## config.mk

```make
export PLATFORM = sky130hd
export DESIGN_NAME = ram_port_arbiter
export DESIGN_NICKNAME = d
export VERILOG_FILES = /design/src/rtl/ram_port_arbiter.sv
export SDC_FILE = /design/constraint.sdc
export NUM_CORES = 1
export LEC_CHECK = 0
export CORE_MARGIN = 1.5
export CORE_UTILIZATION = 30
export DETAILED_ROUTE_END_ITERATION = 6
export GPL_TIMING_DRIVEN = 0
export SLEW_MARGIN = 10
export SYNTH_ARGS = -nofsm -noshare
export SYNTH_HDL_FRONTEND = slang
export SYNTH_SLANG_ARGS = --single-unit
```

## constraint.sdc

```tcl
create_clock -name clk -period 6.5 [get_ports clk]
set_input_delay 1.625 -clock clk [delete_from_list [all_inputs] [get_ports clk]]
set_output_delay 1.625 -clock clk [all_outputs]
set_load 0.1 [all_outputs]
```

## src/rtl/ram_port_arbiter.sv

```systemverilog
// Shares one RAM port between boot (0), data (1) and fetch (2) requesters, one transaction at a time.
// Latency: gnt one cycle after req is sampled, done RAM_LAT+2 cycles after sampling (2 on a bounds error).
// Backpressure: req is sampled only in IDLE; `define ARB_RR_EN alternates ports 1/2 round-robin.
module ram_port_arbiter #(
    parameter int ADDR_W   = 16,
    parameter int DATA_W   = 32,
    parameter int MEM_SIZE = 4096,
    parameter int RAM_LAT  = 1
) (
    input  logic                  clk,
    input  logic                  rst,
    input  logic [2:0]            req,
    input  logic [2:0]            we,
    input  logic [2:0]            size,
    input  logic [3*ADDR_W-1:0]   addr,
    input  logic [3*DATA_W-1:0]   wdata,
    output logic [2:0]            gnt,
    output logic [2:0]            done,
    output logic                  err,
    output logic [DATA_W-1:0]     rdata,
    output logic                  ram_en,
    output logic                  ram_we,
    output logic                  ram_size,
    output logic [ADDR_W-1:0]     ram_addr,
    output logic [DATA_W-1:0]     ram_wdata,
    input  logic [DATA_W-1:0]     ram_rdata
);

    typedef enum logic [1:0] {IDLE, ACCESS, WAIT, RESP} state_t;

    localparam logic [ADDR_W:0] MEM_LIM   = (ADDR_W+1)'(MEM_SIZE);
    localparam logic [ADDR_W:0] WORD_SPAN = (ADDR_W+1)'(DATA_W/8 - 1);
    localparam logic [2:0]      LAT_LAST  = 3'(RAM_LAT - 1);

    state_t state, state_nxt;

    logic                win_vld;
    logic [1:0]          win;
    logic                sel_we, sel_size, sel_err;
    logic [ADDR_W-1:0]   sel_addr;
    logic [DATA_W-1:0]   sel_wdata;
    logic [ADDR_W:0]     span_end;

    logic                lat_we, lat_size, lat_err;
    logic [1:0]          lat_port;
    logic [ADDR_W-1:0]   lat_addr;
    logic [DATA_W-1:0]   lat_wdata;
    logic [2:0]          cnt;

`ifdef ARB_RR_EN
    logic                rr_prefer2;
`endif

    // Winner selection: port 0 always first; ports 1/2 fixed or round-robin
    always_comb begin
        win_vld = |req;
        win     = 2'd0;
`ifdef ARB_RR_EN
        if (req[0])                 win = 2'd0;
        else if (req[1] && req[2])  win = rr_prefer2 ? 2'd2 : 2'd1;
        else if (req[1])            win = 2'd1;
        else if (req[2])            win = 2'd2;
`else
        if (req[0])                 win = 2'd0;
        else if (req[1])            win = 2'd1;
        else if (req[2])            win = 2'd2;
`endif
    end

    always_comb begin
        sel_we   = we[win];
        sel_size = size[win];
        case (win)
            2'd0:    begin sel_addr = addr[0 +: ADDR_W];        sel_wdata = wdata[0 +: DATA_W];        end
            2'd1:    begin sel_addr = addr[ADDR_W +: ADDR_W];   sel_wdata = wdata[DATA_W +: DATA_W];   end
            default: begin sel_addr = addr[2*ADDR_W +: ADDR_W]; sel_wdata = wdata[2*DATA_W +: DATA_W]; end
        endcase
        // One extra bit so a word near the top of the address space cannot wrap to 0
        span_end = {1'b0, sel_addr} + (sel_size ? WORD_SPAN : '0);
        sel_err  = (span_end >= MEM_LIM);
    end

    always_ff @(posedge clk or posedge rst) begin
        if (rst) state <= IDLE;
        else     state <= state_nxt;
    end

    always_comb begin
        state_nxt = state;
        case (state)
            IDLE:    if (win_vld) state_nxt = ACCESS;
            ACCESS:  state_nxt = lat_err ? RESP : WAIT;
            WAIT:    if (cnt == LAT_LAST) state_nxt = RESP;
            RESP:    state_nxt = IDLE;
            default: state_nxt = IDLE;
        endcase
    end

    always_ff @(posedge clk or posedge rst) begin
        if (rst) begin
            lat_we     <= 1'b0;
            lat_size   <= 1'b0;
            lat_err    <= 1'b0;
            lat_port   <= 2'd0;
            lat_addr   <= '0;
            lat_wdata  <= '0;
            cnt        <= 3'd0;
            rdata      <= '0;
`ifdef ARB_RR_EN
            rr_prefer2 <= 1'b0;
`endif
        end else begin
            if (state == IDLE && win_vld) begin
                lat_we    <= sel_we;
                lat_size  <= sel_size;
                lat_err   <= sel_err;
                lat_port  <= win;
                lat_addr  <= sel_addr;
                lat_wdata <= sel_wdata;
`ifdef ARB_RR_EN
                if (win != 2'd0) rr_prefer2 <= (win == 2'd1);
`endif
            end
            if (state == ACCESS)    cnt <= 3'd0;
            else if (state == WAIT) cnt <= cnt + 3'd1;
            // The edge entering RESP is exactly RAM_LAT cycles after ACCESS
            if (state != RESP && state_nxt == RESP) begin
                if (lat_we || lat_err) rdata <= '0;
                else if (lat_size)     rdata <= ram_rdata;
                else                   rdata <= {{(DATA_W-8){1'b0}}, ram_rdata[7:0]};
            end
        end
    end

    always_comb begin
        gnt       = 3'b000;
        done      = 3'b000;
        err       = 1'b0;
        ram_en    = 1'b0;
        ram_we    = 1'b0;
        ram_size  = 1'b0;
        ram_addr  = '0;
        ram_wdata = '0;
        case (state)
            ACCESS: begin
                gnt = 3'b001 << lat_port;
                if (!lat_err) begin
                    ram_en    = 1'b1;
                    ram_we    = lat_we;
                    ram_size  = lat_size;
                    ram_addr  = lat_addr;
                    ram_wdata = lat_wdata;
                end
            end
            RESP: begin
                done = 3'b001 << lat_port;
                err  = lat_err;
            end
            default: ;
        endcase
    end

endmodule

```

==> out/metrics.cfg, run 1 <==
[grt]
grt_overflow_total = 0
grt_usage_pct = 20.6
grt_pass1_wl_mm = 28.4
grt_pass1_vias = 5351
grt_max_degree = 53
antenna_found_initial = 0

[clock_network]
cts_resized = 0
cts-root-buf = clkbuf_16
clk_path_buf_depth = 2
cts.sinks = 90
post_cts_buffers = 0
numCtsBuffers = 9
cts_tree = built
cts_hold_buffers = 0
htree_num_levels = 3
insertion_delay_ps = 340
path_clk_slew_ps = 70

[floorplanning]
num_rows = 47
core-area_um2 = 16500
initial_core_util_pct = 30.5
ios = 277
die_area_um2 = 17600
fp.dieW_um = 133
die_height_um = 133

[power]
finalPower_mw = 3.37
powerDensity_nw_per_um2 = 400
p_leak_nw = 3.61
irDropWorstVdd_v = 0.000412

[timing]
max-slew-margin-rel_pct = 29.8
clock_skew_ps = 9.08
slew_viol_final = 0
tns_ps = 0
tightest_slew_ps = 1050
rsz0062_at_grt = no
setup_violations = 0
finalCritPeriodShare_pct = 79.5
fmax_ghz = 0.194
hold_violations = 0
layout_min_cycle_time_ps = 5170

[worst_setup_path]
cp-end-kind = output port
startpoint_type = flip-flop
startpoint = state[1]
worst_r2r_startpoint = lat_err
crit_type = reg -> out
arrival_ps = 3540
cp_slowest_cell = clkdlybuf4s50_1
reg2reg_slack_ps = 4340
crit_fanout = 10
slowest_delay_ps = 1180
worstPathRequired_ps = 4880
crit_chain = inv_1 > ha_1 > nor2b_1 > clkbuf_1 > and2_1 > clkdlybuf4s50_1
timing.rr.end = rdata[13]
r2r_cells = 6

[detailed_routing]
via_count = 5206
vias_per_cell = 4.73
highest_layer = met4
wirelength_mm = 17.9
met3_length_mm = 1.20
wl_met2_mm = 8.74
antenna_left = 0
drc = 0
drtIter0Drc = 177
wire_per_inst_um = 16.3
drtPass1Iterations = 4
drt-met1-wl_mm = 7.72

[worst_hold_path]
hold-path-cell-count = 2
hold_class = reg -> reg
hold_end = lat_wdata[14]
min-delay-start = lat_wdata[14]

[final_layout]
syn_to_final_growth_pct = 67.2
nets = 1071
layout-drive-gt1-share_pct = 5.00
fill_cells = 1550
diodes = 0

[synthesis]
synth_ff_type = dfrtp_1
yosys_warnings = 0
avgSynthCellArea_um2 = 8.59
synthesis.area_um2 = 5040
syn_nets = 783
ys_types = 40
postSynthCellCount = 587
ys_ff_latch = 90
async_reset_ff_share_pct = 100
yosysSeqAreaShare_pct = 44.7
synth-edff-count = 0

[outcome]
status = finished, final reports clean

[placement]
place.gp.congestion = 0.856
hpwl_mm = 14.2
io_buffers = 276

[run]
cap_viol_max_count = 0

## state kept, by name (all words and copies together) (netlist names)
name	flops
lat_addr	16
lat_err	1
rdata	32
lat_size	1
state	2
lat_we	1
cnt	3
lat_port	2
lat_wdata	32
## through the flow
step / instance area, um^2 / hold WS (ps) / std cells / setup WS (ps) / util [%]
2_1_floorplan: 5040 / 442 / 587 / 1980 / -
6_report: 8430 / 475 / 1100 / 1330 / 51.0
4_1_cts: 8430 / 481 / 1100 / 1270 / 51.0
5_1_grt: 8430 / 495 / 1100 / 1070 / 51.0
3_5_place_dp: 8100 / 466 / 1084 / 1330 / 49.0
3_3_place_gp: 8080 / 458 / 1083 / 1070 / 48.9
## cell type report
cell class	instances	area (um^2)	share of cell area, %
buffer	43	208	2.46
sequential	90	2250	26.7
clock buffer	10	239	2.83
multi-input combinational	448	2560	30.4
inverter	6	25.0	0.297
clock inverter	6	90.1	1.07
tap	220	275	3.26
timing repair buffer	277	2780	33.0
## power breakdown
part / total (mW) / switching [mW] / leakage, nW / internal [mW]
Clock: 0.572 / 0.224 / 0.159 / 0.348
Combinational: 1.87 / 1.34 / 2.29 / 0.525
Sequential: 0.933 / 0.130 / 1.16 / 0.803
## worst max-delay path by stage
stage | to | cells after the start | slack, ps
after global routing | ram_wdata[31] | 6 | 1070
final | ram_wdata[0] | 6 | 1330
after CTS | ram_size | 6 | 1270
after floorplan | gnt[0] | 3 | 1980
after global placement | lat_addr[11] | 2 | 1070
after detailed placement | lat_err | 13 | 1330
## Yosys cell counts (all sizes together) (5+ instances only)
| cell | count | area (um^2) |
|---|---|---|
| o211ai | 5 | 37.5 |
| nor2 | 41 | 154 |
| or4b | 7 | 70.1 |
| dfrtp | 90 | 2250 |
| a21oi | 40 | 200 |
| and2 | 55 | 344 |
| o21ai | 87 | 435 |
| clkbuf | 20 | 75.1 |
| mux2i | 38 | 380 |
| mux2 | 5 | 56.3 |
| nand2 | 124 | 465 |
| ha | 8 | 100 |
| inv | 6 | 22.5 |
| buf | 23 | 133 |
## layout by cell type, fill, tap and decap left out, types with 3 or more instances in the layout
cell / count
buf_1: 4
clkbuf_16: 9
clkdlybuf4s50_1: 276
dfrtp_1: 90
o21ai_1: 44
or3b_1: 4
buf_4: 4
nand2_1: 124
or4b_1: 7
a21oi_1: 40
and3b_1: 4
buf_2: 13
ha_1: 8
mux2_2: 5
nor2_1: 41
clkbuf_1: 20
mux2i_1: 38
nor2b_1: 4
o211ai_1: 5
nand3b_1: 3
inv_1: 5
o21ai_0: 43
o221ai_1: 3
and2_1: 55
a22oi_1: 3
## metal layers
| layer | track usage, % | vias to the layer above |
|---|---|---|
| met5 | 0 | - |
| met4 | 6.17 | 0 |
| met3 | 4.98 | 17 |
| met2 | 35.8 | 205 |
| met1 | 25.3 | 2426 |
| li1 | - | 2558 |
## kinds of logic (layout without fill, tap and decap cells)
family / Yosys count / count (layout) / synth area share, %
and+or+nand+nor: 251 / 251 / 24.1
AOI/OAI and AO/OA: 145 / 145 / 15.6
DFF: 90 / 90 / 44.7
buffers and inverters: 49 / 342 / 4.56
muxes: 43 / 43 / 8.66
adders and majority gates: 9 / 9 / 2.38
## critical path, delay by kind of cell, from the launching register on
kind | cells | cell delay [ps]
and+or+nand+nor | 2 | 790
buffers and inverters | 3 | 1730
adders and majority gates | 1 | 270
DFF | 1 | 400
Power figures use the tool's default switching activity.
==> run 2, diff against run 1 <==
==> constraint.sdc (replaced) <==
create_clock -name clk -period 5.3 [get_ports clk]
set_input_delay 1.325 -clock clk [delete_from_list [all_inputs] [get_ports clk]]
set_output_delay 1.325 -clock clk [all_outputs]
set_load 0.1 [all_outputs]
==> results of run 2 <==
Same layout as run 1 (identical final DEF). Status: finished, final reports clean.
Among the figures that moved: setup slack after placement 1330 ps -> 430 ps; setup slack after layout 1330 ps -> 435 ps; register-to-register setup slack 4340 ps -> 3140 ps; total power 3.37 mW -> 4.14 mW; worst IR drop on VDD 0.000412 V -> 0.000505 V
==> run 3, diff against run 2 <==
--- a/config.mk
+++ b/config.mk
@@ -5,6 +5,7 @@
 export SDC_FILE = /design/constraint.sdc
 export NUM_CORES = 1
 export LEC_CHECK = 0
+export CORE_ASPECT_RATIO = 0.8
 export CORE_MARGIN = 1.5
 export CORE_UTILIZATION = 30
 export DETAILED_ROUTE_END_ITERATION = 6
==> out/metrics.cfg, run 3 (same netlist as run 1, synthesis figures left out) <==
[timing]
tns_ps = 0  ; unchanged
tightest_slew_ps = 1030  ; -15.6 ps
max-slew-margin-rel_pct = 30.8  ; +1.0 points
fmax_ghz = 0.207
finalCritPeriodShare_pct = 90.9
slew_viol_final = 0  ; unchanged
setup_violations = 0  ; unchanged
layout_min_cycle_time_ps = 4820
clock_skew_ps = 6.04  ; -3.04 ps
hold_violations = 0  ; unchanged
rsz0062_at_grt = no

[final_layout]
diodes = 0  ; unchanged
nets = 1071  ; unchanged
stdcell_count = 1099  ; -0.091%
layout_common_cells = clkdlybuf4s50_1, nand2_1, dfrtp_1
syn_to_final_growth_pct = 66.7
layout-drive-gt1-share_pct = 4.89  ; -0.11 points
fill_cells = 1595  ; +2.9%
largestRegisters = lat_wdata (32), rdata (32), lat_addr (16)
layout_commonest_cell = clkdlybuf4s50_1

[clock_network]
path_clk_slew_ps = 70  ; about the same
insertion_delay_ps = 340  ; about the same
cts_hold_buffers = 0  ; unchanged
cts_resized = 0  ; unchanged
cts-root-buf = clkbuf_16
cts_tree = built
clk_path_buf_depth = 2  ; unchanged
htree_num_levels = 3  ; unchanged
numCtsBuffers = 9  ; unchanged
cts.sinks = 90  ; unchanged
post_cts_buffers = 0  ; unchanged

[worst_hold_path]
hold_class = reg -> reg
hold-path-cell-count = 2  ; unchanged
min-delay-start = lat_addr[12]

[worst_setup_path]
startpoint = req[1]
startpoint_type = primary input
crit_chain = clkdlybuf4s50_1 > buf_6 > buf_4 > nor3b_2 > clkbuf_1 > nand2_1 > o21ai_1 > ha_1 > fa_1 > nor4b_1 > nand4_1 > mux2i_1 > o32a_1
crit_fanout = 10  ; unchanged
cp_slowest_cell = clkbuf_1
slowest_delay_ps = 580  ; -600 ps
cp-end-kind = flip-flop
crit_type = in -> reg
arrival_ps = 5050  ; +1510 ps
cp.depth = 13  ; +7
r2r_cells = 6  ; unchanged
worstPathRequired_ps = 5530
worst_r2r_startpoint = lat_err
cp_num_buf_inv = 4  ; +1
cp_top_family = buffers and inverters

[grt]
grt_overflow_total = 0  ; unchanged
grt_max_degree = 47  ; -11%
grt_pass1_vias = 5300  ; -0.95%
antenna_found_initial = 0  ; unchanged
grt_usage_pct = 20.9  ; +0.25 points
grt_pass1_wl_mm = 28.2  ; -0.61%

[floorplanning]
ios = 277  ; unchanged
die_area_um2 = 17600  ; about the same
num_rows = 42  ; -11%
initial_core_util_pct = 30.6  ; +0.044 points
core-area_um2 = 16500  ; -0.14%
fp.dieW_um = 148  ; +12%
die_height_um = 119  ; -10%

[run]
cap_viol_max_count = 0  ; unchanged

[placement]
place_inst = 1084  ; unchanged
place.gp.congestion = 0.822  ; -4.1%
io_buffers = 276  ; unchanged
hpwl_mm = 14.6  ; +2.8%

[power]
p_leak_nw = 3.60  ; -0.39%
powerDensity_nw_per_um2 = 485
irDropWorstVdd_v = 0.000196

[detailed_routing]
wirelength_mm = 18.1  ; +0.94%
drc = 0  ; unchanged
antenna_left = 0  ; unchanged
drtPass1Iterations = 4  ; unchanged
via_count = 5143  ; -1.2%
vias_per_cell = 4.68  ; -1.1%
wire_per_inst_um = 16.5  ; +1.0%
drtIter0Drc = 184  ; +4.0%

[outcome]
status = finished, final reports clean

## run 3: cell types whose count changed in the layout (fill, tap and decap cells not counted), sizes merged
cell | before | now
clkbuf | 30 | 29
bufinv | 2 | 1
clkinv | 3 | 4
## run 3: per-layer routing
| layer | routed length, um | GRT usage (%) | up-vias |
|---|---|---|---|
| li1 | - | - | 2554 |
| met1 | 7550 | 24.9 | 2393 |
| met2 | 8930 | 37.1 | 183 |
| met3 | 1420 | 6.09 | 13 |
| met4 | 180 | 4.33 | 0 |
| met5 | 0 | 0 | - |
## run 3: stage by stage
step	instance area (um^2)	worst slack (ps)	power (mW)	hold WS, ps	utilization, %
2_1_floorplan	5040	1080	2.77	442	-
4_1_cts	8410	443	4.13	477	50.9
6_report	8410	480	4.08	474	50.9
5_1_grt	8410	210	4.33	500	50.9
3_5_place_dp	8110	130	3.48	463	49.2
3_3_place_gp	8080	201	3.41	456	49.0
## run 3: cell type report
class,instances,area [um^2],area share (%)
timing repair buffer,277,2790,33.2
multi-input combinational,448,2560,30.5
sequential,90,2250,26.8
tap,220,275,3.27
clock buffer,9,225,2.68
buffer,43,208,2.47
clock inverter,6,68.8,0.819
inverter,6,25.0,0.298
## run 3: worst min-delay path, stage by stage, from the launching register on
cell and delay (ps):
dfrtp_1 340, nand2_1 40, o21ai_0 60
## run 3: path summary, 6_finish.rpt
check / to / slack, ps
worst min register to register: lat_addr[12] / 470
worst min-delay path: lat_addr[12] / 470
worst max register to register: rdata[15] / 3030
min in group asynchronous: rdata[9] / 1410
worst max-delay path: lat_err / 480
max in group asynchronous: lat_addr[4] / 3260
## run 3: where the power goes
group | total, mW | switching (mW) | internal, mW
Combinational | 2.30 | 1.65 | 0.644
Sequential | 1.14 | 0.159 | 0.985
Clock | 0.639 | 0.275 | 0.364
